**config.mk**
```make
export PLATFORM = sky130hd
export DESIGN_NAME = divider_ctrl
export DESIGN_NICKNAME = d
export VERILOG_FILES = /design/src/rtl/divider_ctrl.sv
export SDC_FILE = /design/constraint.sdc
export NUM_CORES = 1
export LEC_CHECK = 0
export ABC_AREA = 1
export CAP_MARGIN = 15
export CORE_ASPECT_RATIO = 1.1
export CORE_MARGIN = 2
export CORE_UTILIZATION = 40
export DETAILED_ROUTE_END_ITERATION = 16
export GPL_ROUTABILITY_DRIVEN = 1
export PLACE_DENSITY = 0.6
export RECOVER_POWER = 100
export SYNTH_ARGS = -nofsm -noshare
export SYNTH_HDL_FRONTEND = slang
export SYNTH_SLANG_ARGS = --single-unit
```
**constraint.sdc**
```tcl
create_clock -name clk -period 4.4 [get_ports clk]
set_input_delay 1.32 -clock clk [delete_from_list [all_inputs] [get_ports clk]]
set_output_delay 1.32 -clock clk [all_outputs]
set_load 0.01 [all_outputs]
```
**src/rtl/divider_ctrl.sv**
```systemverilog
// divider_ctrl: programmable clock-enable controller.
// One half-period counter produces a divide-by-2^(sel+1) square wave
// (divclock) and a one-cycle enable (tick) that is high in the same cycle
// divclock rises. A run/stop/one-shot FSM sequences the divider. A
// valid/ready config port lets the divider be retimed safely: configs
// offered while running are held and applied only on a full-period boundary.
//
// Ports:
//   clk, rst_n          system clock, asynchronous active-low reset
//   start, stop         begin a run from IDLE / abort a run
//   cfg_valid/cfg_ready config handshake (transfer when both high)
//   cfg_sel             half-period H = 2^cfg_sel clk cycles
//   cfg_oneshot         1: run for cfg_burst ticks then stop; 0: continuous
//   cfg_burst           one-shot tick count, 0 means 2^BURST_W
//   divclock            registered divided square wave, period 2H
//   tick                one-cycle pulse with each divclock 0->1
//   busy                high while RUN or FINISH
//   done                one-cycle pulse when a one-shot run completes
module divider_ctrl #(
  parameter int SEL_W   = 4,
  parameter int CNT_W   = 16,
  parameter int BURST_W = 8
) (
  input  logic               clk,
  input  logic               rst_n,
  input  logic               start,
  input  logic               stop,
  input  logic               cfg_valid,
  output logic               cfg_ready,
  input  logic [SEL_W-1:0]   cfg_sel,
  input  logic               cfg_oneshot,
  input  logic [BURST_W-1:0] cfg_burst,
  output logic               divclock,
  output logic               tick,
  output logic               busy,
  output logic               done
);

  typedef enum logic [1:0] {
    IDLE,
    RUN,
    FINISH
  } state_t;

  typedef struct packed {
    logic [SEL_W-1:0]   sel;
    logic               oneshot;
    logic [BURST_W-1:0] burst;
  } cfg_t;

  state_t             state;
  logic [CNT_W-1:0]   cnt;
  logic [BURST_W:0]   tick_cnt;
  cfg_t               act;
  cfg_t               pend;
  logic               pend_valid;

  cfg_t               cfg_in;
  cfg_t               next_act;
  logic               cfg_fire;
  logic [CNT_W-1:0]   half_m1;
  logic               wrap;
  logic               rise;
  logic               fall;

  // Burst of 0 encodes 2^BURST_W, hence the extra counter bit.
  function automatic logic [BURST_W:0] burst_count(input logic [BURST_W-1:0] b);
    return (b == '0) ? {1'b1, {BURST_W{1'b0}}} : {1'b0, b};
  endfunction

  // Depends on registered state only, never on inputs.
  assign cfg_ready = (state == IDLE) || !pend_valid;
  assign cfg_fire  = cfg_valid && cfg_ready;

  assign cfg_in.sel     = cfg_sel;
  assign cfg_in.oneshot = cfg_oneshot;
  assign cfg_in.burst   = cfg_burst;

  // Config that becomes active when a run ends: a pending one wins; if none
  // is pending, cfg_ready is high and an offer in the same cycle is taken.
  always_comb begin
    next_act = act;
    if (pend_valid)
      next_act = pend;
    else if (cfg_fire)
      next_act = cfg_in;
  end

  assign half_m1 = (CNT_W'(1) << act.sel) - CNT_W'(1);
  assign wrap    = (cnt == half_m1);
  assign rise    = wrap && !divclock;
  assign fall    = wrap && divclock;

  always_ff @(posedge clk or negedge rst_n) begin
    if (!rst_n) begin
      state       <= IDLE;
      cnt         <= '0;
      divclock    <= 1'b0;
      tick        <= 1'b0;
      busy        <= 1'b0;
      done        <= 1'b0;
      pend_valid  <= 1'b0;
      pend        <= '0;
      act.sel     <= '1;
      act.oneshot <= 1'b0;
      act.burst   <= BURST_W'(1);
      tick_cnt    <= (BURST_W+1)'(1);
    end else begin
      tick <= 1'b0;
      done <= 1'b0;
      case (state)
        IDLE: begin
          if (cfg_fire)
            act <= cfg_in;
          if (start && !stop) begin
            state    <= RUN;
            cnt      <= '0;
            divclock <= 1'b0;
            busy     <= 1'b1;
            tick_cnt <= burst_count(cfg_fire ? cfg_burst : act.burst);
          end
        end

        RUN, FINISH: begin
          if (stop) begin
            // Abort wins over start and over one-shot completion.
            state      <= IDLE;
            cnt        <= '0;
            divclock   <= 1'b0;
            busy       <= 1'b0;
            act        <= next_act;
            pend_valid <= 1'b0;
          end else begin
            if (cfg_fire) begin
              pend       <= cfg_in;
              pend_valid <= 1'b1;
            end

            if (wrap) begin
              cnt      <= '0;
              divclock <= !divclock;
            end else begin
              cnt <= cnt + CNT_W'(1);
            end

            if (rise) begin
              tick <= 1'b1;
              if (state == RUN && act.oneshot) begin
                tick_cnt <= tick_cnt - (BURST_W+1)'(1);
                if (tick_cnt == (BURST_W+1)'(1))
                  state <= FINISH;
              end
            end

            // Falling edge closes a full period: safe point to retime.
            if (fall) begin
              if (state == FINISH) begin
                state      <= IDLE;
                busy       <= 1'b0;
                done       <= 1'b1;
                act        <= next_act;
                pend_valid <= 1'b0;
              end else if (pend_valid) begin
                act        <= pend;
                pend_valid <= 1'b0;
                tick_cnt   <= burst_count(pend.burst);
              end
            end
          end
        end

        default: begin
          state    <= IDLE;
          cnt      <= '0;
          divclock <= 1'b0;
          busy     <= 1'b0;
        end
      endcase
    end
  end

endmodule
```
==> metrics.md <==
| Metric | Value |
|---|---|
| Run status | finished, violations left |
| Failing checks | capacitance limit, slew limit |
| Worst endpoint required time | ~4600 ps |
| Gate Count Post-Synth | approximately 640 |
| Synth Area in Simple Gates | 0.366 |
| PortBufs | 22 |
| Max_cap viols | 1 |
| Hold Path End | busy |
| CP arrival | between 3000 and 4000 ps |
| # nets final | just under 700 |
| Clock-pin slew on the worst setup and hold paths | ~50 ps |
| Relative slew margins | -0.0197 |
| Vias post-DR | 4131 |
| Worst path depth | 17 |
| Tmin final | 3720 ps |
| Row cnt | 39 |
| GRT overflow | 0 |
| Mux cell area share after synthesis | 0.00522 |
| GRT Total Usage | 0.201 |
| CP Cell Sequence | nor2_1, nand3_1, ha_1, inv_1, a21oi_1, nand2_1, clkinv_1, nand2_1, nand2_1, nand2_1, nor2_4, nand4_1, nand2_2, inv_1, nor2_1, clkbuf_1, nor3_1 |
| Fin crit share | 0.845 |
| Post-cts resize count | 0 |
| Distinct cell type count after synthesis | between 40 and 50 |
| Final ANT Viol Nets | 0 |
| Critical path buffers and inverters | 4 |
| CTS Hold Buffers Added | 0 |
| Bufs on Longest Clock Path | 2 |
| DRT Pass-1 Iters | 5 |
| Ant. Diodes | 0 |
| Fin cells | approximately 800 |
| M1 WL | between 4 and 5 mm |
| Pre-CTS setup slack | about 650 ps |
| Fin Setup TNS | 0 ps |
| Top cells by area, synth | dfrtp_1 (30%), nand2_1 (13%), nand3_1 (7.5%) |
| Synth Area in Compound Gates | 0.136 |
| Critical Path Source Type | flop |
| CTS Sinks | 58 |
| Syn Nets | about 660 |
| Sequential area share after synthesis | 0.338 |
| Max Slew Vio Count | 28 |
| Slowest cell delay on critical path | between 700 and 800 ps |
| Maximum fanout along the worst path | 10 |
| Wire length per cell | approximately 14 um |
| Gpl congestion | approximately 0.91 |
| Slew @ Worst Pin | ~1500 ps |
| Setup crit end kind | flop |
| Post-synthesis xor/xnor area fraction | 0.0264 |
| Later-pin clock latency in the skew report | around 330 ps |
| Largest family of logic cells by synthesized area | simple AND/OR/NAND/NOR gates |
| Yosys top cell area share | 0.301 |
| Drc violations | 0 |
| # IOs | 23 |
| Post-synthesis cell area | roughly 0.0043 mm2 |
| Hold Crit Start | busy |
| Reg2reg end | cnt[10] |
| Post-Syn Area per Cell | between 6 and 7 um2 |
| Setup Skew | between 6 and 7 ps |
| Met2 routed WL | between 5 and 6 mm |
| Worst Hold Depth | 2 |
| Largest net degree at the start of global routing | 33 |
| Leakage power | between 2 and 2.5 nW |
| Power Density | between 700 and 800 mW/mm2 |
| Met3 wire length | 339 um |
| Initial core utilization | 0.413 |
| Max Freq | roughly 270 MHz |
| CTS H-tree lvls | 3 |
| Adder-cell share of the synthesized area | 0.0232 |
| Crit path top cell by count | nand2_1 |
| CP max stage cell | dfstp_1 |
| R2R setup slack | 680 ps |
| First-pass GRT wire length | about 18 mm |
| Post-synth EDFFs | 0 |
| Postcts setup bufs | 0 |
| Final instance area | 0.00489 mm2 |
| Core Area | approximately 0.010 mm2 |
| Number of synthesis warnings | 0 |
| Primary FF master, synth | dfrtp_1 |
| Die width | 103 um |
| Fin. Hold Viols | 0 |
| Cell taking the most area after synthesis | dfrtp_1 |
| Final Setup Violations | 0 |
| Peak VDD IR | approximately 0.31 mV |
| Iteration-0 DRC Markers | 230 |
| Inserted Clock Buffers | 9 |
| Unrepaired setup endpoints after global routing | no |
| CP delay by family, top | simple AND/OR/NAND/NOR gates |
| CTS tree | yes |
| Setup ws final | around 680 ps |
| Post-DP HPWL | around 8.6 mm |
| Placed Area | roughly 0.0046 mm2 |
| Top sig layer | met4 |
| Vias in the first global route | 3951 |
| Seq cells post-synth | just under 60 |
| Share of cells above drive strength 1 | 0.0865 |
| Hold crit path type | flop to flop |
| Initial antenna violation count | 0 |
| Synth-to-layout area growth | 13.2% |
| Via/cell ratio | 5.15 |
| Die ar. | about 0.012 mm2 |
| Setup Crit Path Kind | flop to flop |
| Inst Count DP | about 800 |
| Async S/R FF share, synth | 1.00 |
| FF-to-FF Start | act[12] |
| Drt total wl | about 11 mm |
| Height of the chip | around 110 um |
| CTS root buf | clkbuf_16 |
| FF-to-FF path depth | 17 |
## registers in the layout, summed over array words and instances, names as in the netlist
| name | count |
|---|---|
| tick | 1 |
| divclock | 1 |
| cnt | 16 |
| done | 1 |
| pend_valid | 1 |
| state | 2 |
| act | 13 |
| pend | 13 |
| tick_cnt | 9 |
| busy | 1 |
## metrics by stage
step | hold WS (ps) | total power (W) | util
floorplan | 459 | 0.00236 | -
CTS | 498 | 0.00354 | 0.474
global route | 532 | 0.00376 | 0.468
finish | 484 | 0.00344 | 0.468
global placement | 478 | 0.00271 | 0.443
detailed placement | 485 | 0.00275 | 0.443
## synthesized netlist by cell type, types with 6 or more instances
cell type  count
a21oi_1       39
clkbuf_1      12
dfrtp_1       52
dfstp_2        6
ha_1           8
inv_1         80
nand2_1      146
nand2_2       17
nand3_1       65
nand4_1       14
nor2_1        75
nor3_1         7
o21ai_0       34
o21ai_1       11
o21ai_2        7
xor2_1         8
## final cells by class
type / count / area (um2)
timing repair buffer: 26 / 234
tap: 143 / 179
clock inverter: 4 / 73.8
multi-input combinational: 470 / 2350
inverter: 89 / 337
clock buffer: 12 / 256
sequential: 58 / 1460
fill: 1094 / 5560
## layout by cell type, fill, tap and decap left out, drive strengths merged, types with 4 or more instances in the layout
master and count:
nand4 15, dfstp 6, xor2 8, nor4 4
inv 84, xnor2 5, nor3 7, a21oi 39
o21ai 52, nand3 68, dlygate4sd3 6, dfrtp 52
ha 8, clkdlybuf4s50 15, clkbuf 16, nand2 164
nor2 84, clkinv 7
## power breakdown
group          switching (W)  total (W)  internal [W]
combinational        0.00117    0.00175      0.000583
sequential          0.000179   0.000920      0.000741
clock               0.000241   0.000767      0.000526
## metal layers
layer,global-route usage,vias to the layer above
li1,-,2102
met5,0,-
met3,0.0247,27
met1,0.244,1903
met2,0.348,99
met4,0.0974,0
## cells by family (layout without fill, tap and decap cells)
family | after synthesis | count (layout)
AND/OR/NAND/NOR | 343 | 343
AO/OA/AOI/OAI | 104 | 104
buffers and inverters | 109 | 131
adder cells (fa/ha/maj) | 8 | 8
multiplexers | 2 | 2
flip-flops | 58 | 58
XOR/XNOR | 13 | 13
## worst max-delay path by stage
| stage | startpoint | to | slack, ps |
|---|---|---|---|
| final | act[12] | cnt[10] | 680 |
| after global routing | act[12] | cnt[10] | 350 |
| after CTS | stop | cnt[14] | 980 |
| after detailed placement | stop | cnt[14] | 650 |
| after global placement | stop | cnt[14] | 690 |
| after floorplan | stop | cnt[14] | 1620 |
## tightest hold or removal path: cells and delay by family, from the launching register on
family	cells	cell delay, ps
compound gates	1	60
simple gates	1	50
flops	1	340
(Power assumes the default switching activity.)
